### src/rtl/mem_port_arbiter.sv
// Shares one external SRAM port between fetch and data access; data has fixed priority.
// Optional port timeout with DEADBEEF/bus_err completion is enabled by defining ARB_TIMEOUT_EN.
module mem_port_arbiter #(
  parameter int unsigned TIMEOUT_CYCLES = 255,
  parameter int unsigned CNT_W          = 8
) (
  input  logic        clk,
  input  logic        rst,
  input  logic        flush,
  input  logic        if_req,
  input  logic [31:0] if_addr,
  output logic [31:0] if_rdata,
  output logic        if_done,
  input  logic        mem_req,
  input  logic [3:0]  mem_we,
  input  logic [31:0] mem_addr,
  input  logic [31:0] mem_wdata,
  output logic [31:0] mem_rdata,
  output logic        mem_done,
  output logic        port_en,
  output logic [3:0]  port_we,
  output logic [31:0] port_addr,
  output logic [31:0] port_wdata,
  input  logic [31:0] port_rdata,
  input  logic        port_ready,
  output logic        stallreq_if,
  output logic        stallreq_mem,
  output logic        bus_err
);

  // state     | meaning
  // IDLE      | port free, sampling requests (data before fetch)
  // DATA_BUSY | port owned by data access, waiting for port_ready
  // INST_BUSY | port owned by fetch, waiting for port_ready
  // RESP      | one-cycle done pulse to the owner, requests ignored
  typedef enum logic [1:0] {
    IDLE      = 2'd0,
    DATA_BUSY = 2'd1,
    INST_BUSY = 2'd2,
    RESP      = 2'd3
  } state_t;

  state_t      state, state_nx;
  logic        own_data, own_data_nx;
  logic        drop, drop_nx;
  logic        port_en_nx;
  logic [3:0]  port_we_nx;
  logic [31:0] port_addr_nx, port_wdata_nx;
  logic [31:0] if_rdata_nx, mem_rdata_nx;
  logic        busy, drop_now, xfer_end;
  logic [31:0] resp_data;

`ifdef ARB_TIMEOUT_EN
  localparam logic [CNT_W-1:0] TO_LAST = CNT_W'(TIMEOUT_CYCLES - 1);
  logic [CNT_W-1:0] to_cnt, to_cnt_nx;
  logic             err, err_nx, timed_out;
`endif

  always_ff @(posedge clk) begin
    if (rst) begin
      state      <= IDLE;
      own_data   <= 1'b0;
      drop       <= 1'b0;
      port_en    <= 1'b0;
      port_we    <= 4'h0;
      port_addr  <= 32'h0;
      port_wdata <= 32'h0;
      if_rdata   <= 32'h0;
      mem_rdata  <= 32'h0;
    end else begin
      state      <= state_nx;
      own_data   <= own_data_nx;
      drop       <= drop_nx;
      port_en    <= port_en_nx;
      port_we    <= port_we_nx;
      port_addr  <= port_addr_nx;
      port_wdata <= port_wdata_nx;
      if_rdata   <= if_rdata_nx;
      mem_rdata  <= mem_rdata_nx;
    end
  end

`ifdef ARB_TIMEOUT_EN
  always_ff @(posedge clk) begin
    if (rst) begin
      to_cnt <= '0;
      err    <= 1'b0;
    end else begin
      to_cnt <= to_cnt_nx;
      err    <= err_nx;
    end
  end
`endif

  always_comb begin
    state_nx      = state;
    own_data_nx   = own_data;
    drop_nx       = drop;
    port_en_nx    = port_en;
    port_we_nx    = port_we;
    port_addr_nx  = port_addr;
    port_wdata_nx = port_wdata;
    if_rdata_nx   = if_rdata;
    mem_rdata_nx  = mem_rdata;
    busy          = (state == DATA_BUSY) || (state == INST_BUSY);
    // a flush landing on the completing edge still drops the fetch
    drop_now      = drop | ((state == INST_BUSY) & flush);
    xfer_end      = busy & port_ready;
    resp_data     = port_rdata;
`ifdef ARB_TIMEOUT_EN
    to_cnt_nx     = to_cnt;
    err_nx        = err;
    timed_out     = busy & ~port_ready & (to_cnt == TO_LAST);
    xfer_end      = busy & (port_ready | timed_out);
    if (timed_out) resp_data = 32'hDEADBEEF;
`endif

    case (state)
      IDLE: begin
        if (mem_req) begin
          state_nx      = DATA_BUSY;
          own_data_nx   = 1'b1;
          port_en_nx    = 1'b1;
          port_we_nx    = mem_we;
          port_addr_nx  = mem_addr;
          port_wdata_nx = mem_wdata;
        end else if (if_req && !flush) begin
          state_nx      = INST_BUSY;
          own_data_nx   = 1'b0;
          port_en_nx    = 1'b1;
          port_we_nx    = 4'h0;
          port_addr_nx  = if_addr;
          port_wdata_nx = 32'h0;
        end
`ifdef ARB_TIMEOUT_EN
        to_cnt_nx = '0;
`endif
      end
      DATA_BUSY, INST_BUSY: begin
        drop_nx = drop_now;
        if (xfer_end) begin
          if (own_data) mem_rdata_nx = resp_data;
          else if (!drop_now) if_rdata_nx = resp_data;
          port_en_nx    = 1'b0;
          port_we_nx    = 4'h0;
          port_addr_nx  = 32'h0;
          port_wdata_nx = 32'h0;
          state_nx      = RESP;
        end
`ifdef ARB_TIMEOUT_EN
        err_nx = timed_out;
        if (!port_ready && !timed_out) to_cnt_nx = to_cnt + CNT_W'(1);
`endif
      end
      RESP: begin
        state_nx = IDLE;
        drop_nx  = 1'b0;
`ifdef ARB_TIMEOUT_EN
        err_nx   = 1'b0;
`endif
      end
      default: state_nx = IDLE;
    endcase
  end

  assign mem_done     = (state == RESP) & own_data;
  assign if_done      = (state == RESP) & ~own_data & ~drop;
  assign stallreq_mem = mem_req & ~mem_done;
  assign stallreq_if  = if_req & ~if_done & ~flush;

`ifdef ARB_TIMEOUT_EN
  assign bus_err = err & (mem_done | if_done);
`else
  assign bus_err = 1'b0;
`endif

endmodule
### config.mk
export PLATFORM = sky130hd
export DESIGN_NAME = mem_port_arbiter
export DESIGN_NICKNAME = d
export VERILOG_FILES = /design/src/rtl/mem_port_arbiter.sv
export SDC_FILE = /design/constraint.sdc
export NUM_CORES = 1
export LEC_CHECK = 0
export BUFFER_PORTS_ARGS = -buffer_cell sky130_fd_sc_hd__buf_4
export CORE_UTILIZATION = 35
export DETAILED_ROUTE_END_ITERATION = 10
export HOLD_SLACK_MARGIN = 0.08
export PLACE_DENSITY_LB_ADDON = 0.2
export SLEW_MARGIN = 20
export SYNTH_ARGS = -nofsm -noshare
export SYNTH_HDL_FRONTEND = slang
export SYNTH_SLANG_ARGS = --single-unit
### constraint.sdc
create_clock -name clk -period 2.1 [get_ports clk]
set_input_delay 0.42 -clock clk [delete_from_list [all_inputs] [get_ports clk]]
set_output_delay 0.42 -clock clk [all_outputs]
set_load 0.01 [all_outputs]
After elaboration in Yosys (flattened, before gate mapping)

Cells that the tools add are included.

Equal/unequal tests: 5
Muxes and demuxes: 22
Bitwise logic cells: 15
Reductions and logical operators: 13

Operators with widths:

| cell                 | number |
|---|---|
| $mux W32             | 5 |
| $pmux W32 S2         | 2 |
| $mux W4              | 3 |
| $and A1 B1 Y1        | 8 |
| $pmux W4 S2          | 1 |
| $mux W2              | 3 |
| $not A1 Y1           | 6 |
| $pmux W2 S3          | 1 |
| $reduce_and A3 Y1    | 2 |
| $reduce_bool A2 Y1   | 3 |
| $mux W1              | 5 |
| $eq A2 B2 Y1 const B | 2 |
| $pmux W1 S2          | 2 |
| $reduce_and A2 Y1    | 2 |
| $reduce_and A4 Y1    | 1 |
| $ne A3 B3 Y1 const B | 1 |
| $eq A2 B1 Y1 const B | 1 |
| $logic_not A2 Y1     | 1 |
| $ne A2 B2 Y1 const B | 1 |
| $reduce_or A2 Y1     | 1 |
| $logic_and A1 B1 Y1  | 1 |
| $logic_not A1 Y1     | 1 |
| $logic_or A1 B1 Y1   | 1 |
| $or A1 B1 Y1         | 1 |

Register bits: 137
Input bits: 138
Output and inout bits: 138
Logic and storage cells: 64

Logic depth before layout (Yosys ltp)

Depth in word-level cells: 6
Gate-level depth with buffers: 8
Mapped depth without buffers: 5

Worst setup path before layout

Ideal clock, no wire load.

Path type: flip-flop to flip-flop
Start: register state[1]
End: register port_wdata[10]
Library setup time: 0.117 ns
Data arrival time: 1.680 ns
Required time: 1.983 ns
Setup slack: 0.302 ns
Cell stages (with the launch flop): 9
Buffers on the path: 3
Period minus slack after synthesis: 1.798 ns
Cells stage by stage: dfxtp_1 > inv_1 > ha_1 > buf_6 > nor2b_4 > a211o_1 > buf_6 > buf_6 > a32o_1

Word-level cells in the longest chain between the ends: 5
Elaborated cells between the ends (all ways): 11
Classes of those cells: eq/ne: 4; mux: 1; bitwise: 1; reduce/logical: 5

RTL lines:

| what                                                | RTL line | RTL |
|---|---|---|
| start: declaration                                  | 43       | `state_t state, state_nx;` |
| start signal: assignment                            | 71       | `state <= state_nx;` |
| $eq A2 B1 Y1 / $eq A2 B2 Y1 (equally long branches) | 105, 118 |  |
| $logic_or A1 B1 Y1                                  | 105      | `busy = (state == DATA_BUSY) \|\| (state == INST_BUSY);` |
| $and A1 B1 Y1                                       | 108      | `xfer_end = busy & port_ready;` |
| $ne A2 B2 Y1 (no line)                              | --       |  |
| $reduce_and A3 Y1 (no line)                         | --       |  |
| end signal: assignment                              | 77       | `port_wdata <= port_wdata_nx;` |
| end: declaration                                    | 23       | `output logic [31:0] port_wdata,` |

Parallel ways exist; a longest one is shown, timed or not.
A chain may end at the register's enable or synchronous reset.

Final worst setup path

Start: register state[1]
End: register port_wdata[9]

Same word-level chain as after synthesis.

==> flow_summary.ini <==
[placement]
postPlaceCellArea_um2 = 7510
globalplace.congestion = 0.771
numPortBuffers = 274
pre_cts_slack_ns = 0.240
hpwl_um = 10800

[logic_synthesis]
synthSimpleGateAreaFrac_pct = 11.2
synthTopCellsByArea = dfxtp_1, mux2i_1, nand2_1
yosysWarnings = 0
synthXorXnorAreaFrac_pct = 0
synth_cell_types = 33
ys_seq_elements = 137
synth_top_family_by_area = compound AO/OA/AOI/OAI gates
synth_nets = 691
yosysTopAreaCell = dfxtp_1
synth_compound_area_share_pct = 16.8
avgSynthCellArea_um2 = 9.66
yosysSeqAreaShare_pct = 51.6
muxShareOfSynthArea_pct = 12.3
synthAdderAreaFrac_pct = 0.707
netlist_instances = 550
synth_area_um2 = 5310
synth_top_area_share_pct = 51.6

[critical_path]
cp-start-kind = flop
critPathCaptureType = flop
path_max_fanout = 36
required_ns = 2.40
cp.arrival_ns = 2.16
path_class = reg2reg

[global_route]
antenna_found_initial = 0
grt_max_degree = 60
grt_usage_pct = 19.5
grt_pass1_vias = 4802
grt.overflow.total = 0
grt_pass1_wl_um = 24200

[timing]
max_freq_mhz = 539
finClkSkew_ns = 0.00607
rsz0062_at_grt = no
setup_tns_ns = 0
tightest_slew_ns = 0.534
period_share_pct = 88.4
relSlewSlack_pct = 64.4
setup_ws_ns = 0.244
final_max_slew_viol_count = 0
hold_ws_ns = 0.219
setup_viol = 0
min_period_ns = 1.86
finalHoldViolCount = 0

[pwr]
powerDensity_nw_per_um2 = 1260
p_leak_uw = 0.00361
p_comb_share_pct = 35.0
ir_drop_mv = 0.769
switching_share_pct = 31.9
p_int_uw = 6950
finalPower_uw = 10200
seqPwrFrac_pct = 34.9
power_switching_uw = 3260
pwr-share-clk_pct = 30.1

[clock_tree]
cts_hold_buf = 0
clk_latency_ns = 0.41
post-cts-setup-buffers = 0
cts_resized = 0
numCtsBuffers = 17
cts_max_level = 4
cts-root-buf = clkbuf_16
cts_tree = built
cts_num_sinks = 137
cts.path.max_buffers = 2
clk_pin_slew_ns = 0.06

[drt]
first_iter_violations = 248
vias = 4922
post_drt_wl_per_cell_um = 15.2
drt_pass1_iterations = 8
ant_nets = 0
vias_per_cell = 4.91
wl_um = 15200
drc = 28

[floorplan]
io_pins = 276
start_util_pct = 36.1
dieArea_um2 = 15700
die_h_um = 125
die_w_um = 125
coreArea_um2 = 14700
fp-row-count = 44

[cells_and_area]
layout_commonest_cell = buf_4
areaGrowthSynthToFinish_pct = 52.8
diodes = 0
layout-drive-gt1-share_pct = 39.6
final_cell_mix = buf_4, dfxtp_1, nand2_1
fin_nets = 948
design_area_um2 = 8120

[outcome]
violations = DRC
status = complete, but fails checks

[min_path]
hold_path.class = in2reg

[run]
drv_cap = 0
==> worst max-delay path: stages (launching register included) <==
cell	delay, ns
dfxtp_1	0.39
inv_1	0.06
ha_1	0.32
nor2b_4	0.16
a211o_1	0.26
buf_4	0.24
a32o_1	0.31
==> per-stage QoR <==
stage / instances / utilization (%)
after global placement: 972 / 51.1
after CTS: 1002 / 55.2
after global routing: 1002 / 55.2
after detailed placement: 972 / 51.1
final: 1002 / 55.2
after floorplan: 550 / -
==> final timing paths <==
kind / start / endpoint / cells past startpoint / slack [ns]
worst max-delay path: state[1]$_SDFFE_PP0P_ / port_wdata[9]$_SDFFE_PP0P_ / 6 / 0.24
worst min-delay path: mem_wdata[25] / port_wdata[25]$_SDFFE_PP0P_ / 2 / 0.22
worst max register to register: state[1]$_SDFFE_PP0P_ / port_wdata[9]$_SDFFE_PP0P_ / 6 / 0.24
worst min register to register: mem_rdata[6]$_SDFFE_PP0P_ / mem_rdata[6]$_SDFFE_PP0P_ / 2 / 0.45
==> cells in the mapped netlist <==
library cell / count
nor2b_2: 1
a21oi_1: 35
nor2_1: 5
nor3_2: 1
a31oi_1: 1
buf_4: 2
buf_2: 18
nor2b_4: 1
o221a_2: 1
a21boi_0: 1
mux2_2: 1
conb_1: 1
o21ai_0: 2
clkbuf_1: 21
nand3_1: 1
o32ai_1: 32
dfxtp_1: 137
buf_1: 3
inv_1: 37
nand2_1: 131
mux2i_1: 64
and4_1: 1
ha_1: 3
a32o_1: 36
nand2b_4: 1
a211oi_1: 1
buf_6: 5
a211oi_2: 1
a2111o_1: 1
a211o_1: 1
nand2b_1: 1
and2_1: 2
and3_1: 1
==> cell type report <==
type,count,area [µm²]
clock buffers,21,460
clock inverters,9,148
fillers,1351,6580
inverters,37,139
multi-input cells,327,2190
flip-flops and latches,137,2740
well taps,184,230
repair buffers,287,2200
==> registers in the layout, summed over array words and instances (netlist names) <==
register,flops
mem_rdata,32
port_we,4
state,2
port_wdata,32
own_data,1
port_addr,32
if_rdata,32
drop,1
port_en,1
==> routing by layer <==
layer / part of all wire, % / wire length [µm] / GRT usage [%] / up-vias
li1: - / - / - / 2427
met1: 40 / 6090 / 21.9 / 2267
met2: 49 / 7530 / 33.6 / 197
met3: 7.9 / 1210 / 5.99 / 31
met4: 2.6 / 388 / 9.68 / 0
met5: 0 / 0 / 0 / -
==> power groups by stage <==
| stage | sequential [µW] | clock (µW) | combinational [µW] |
|---|---|---|---|
| 2_1_floorplan | 3850 | 0 | 1790 |
| 4_1_cts | 3570 | 3150 | 3620 |
| 3_3_place_gp | 3580 | 0 | 3520 |
| 3_5_place_dp | 3610 | 0 | 3610 |
| 6_report | 3570 | 3070 | 3570 |
| 5_1_grt | 3640 | 3270 | 3860 |
==> cell families (layout without fill, tap and decap cells) <==
logic type / after synthesis / count (layout)
simple gates: 146 / 146
flops: 137 / 137
compound gates: 112 / 112
fa+ha+maj: 3 / 3
buf+inv: 86 / 354
other cells: 1 / 1
mux: 65 / 65
Power figures use the tool's default switching activity.
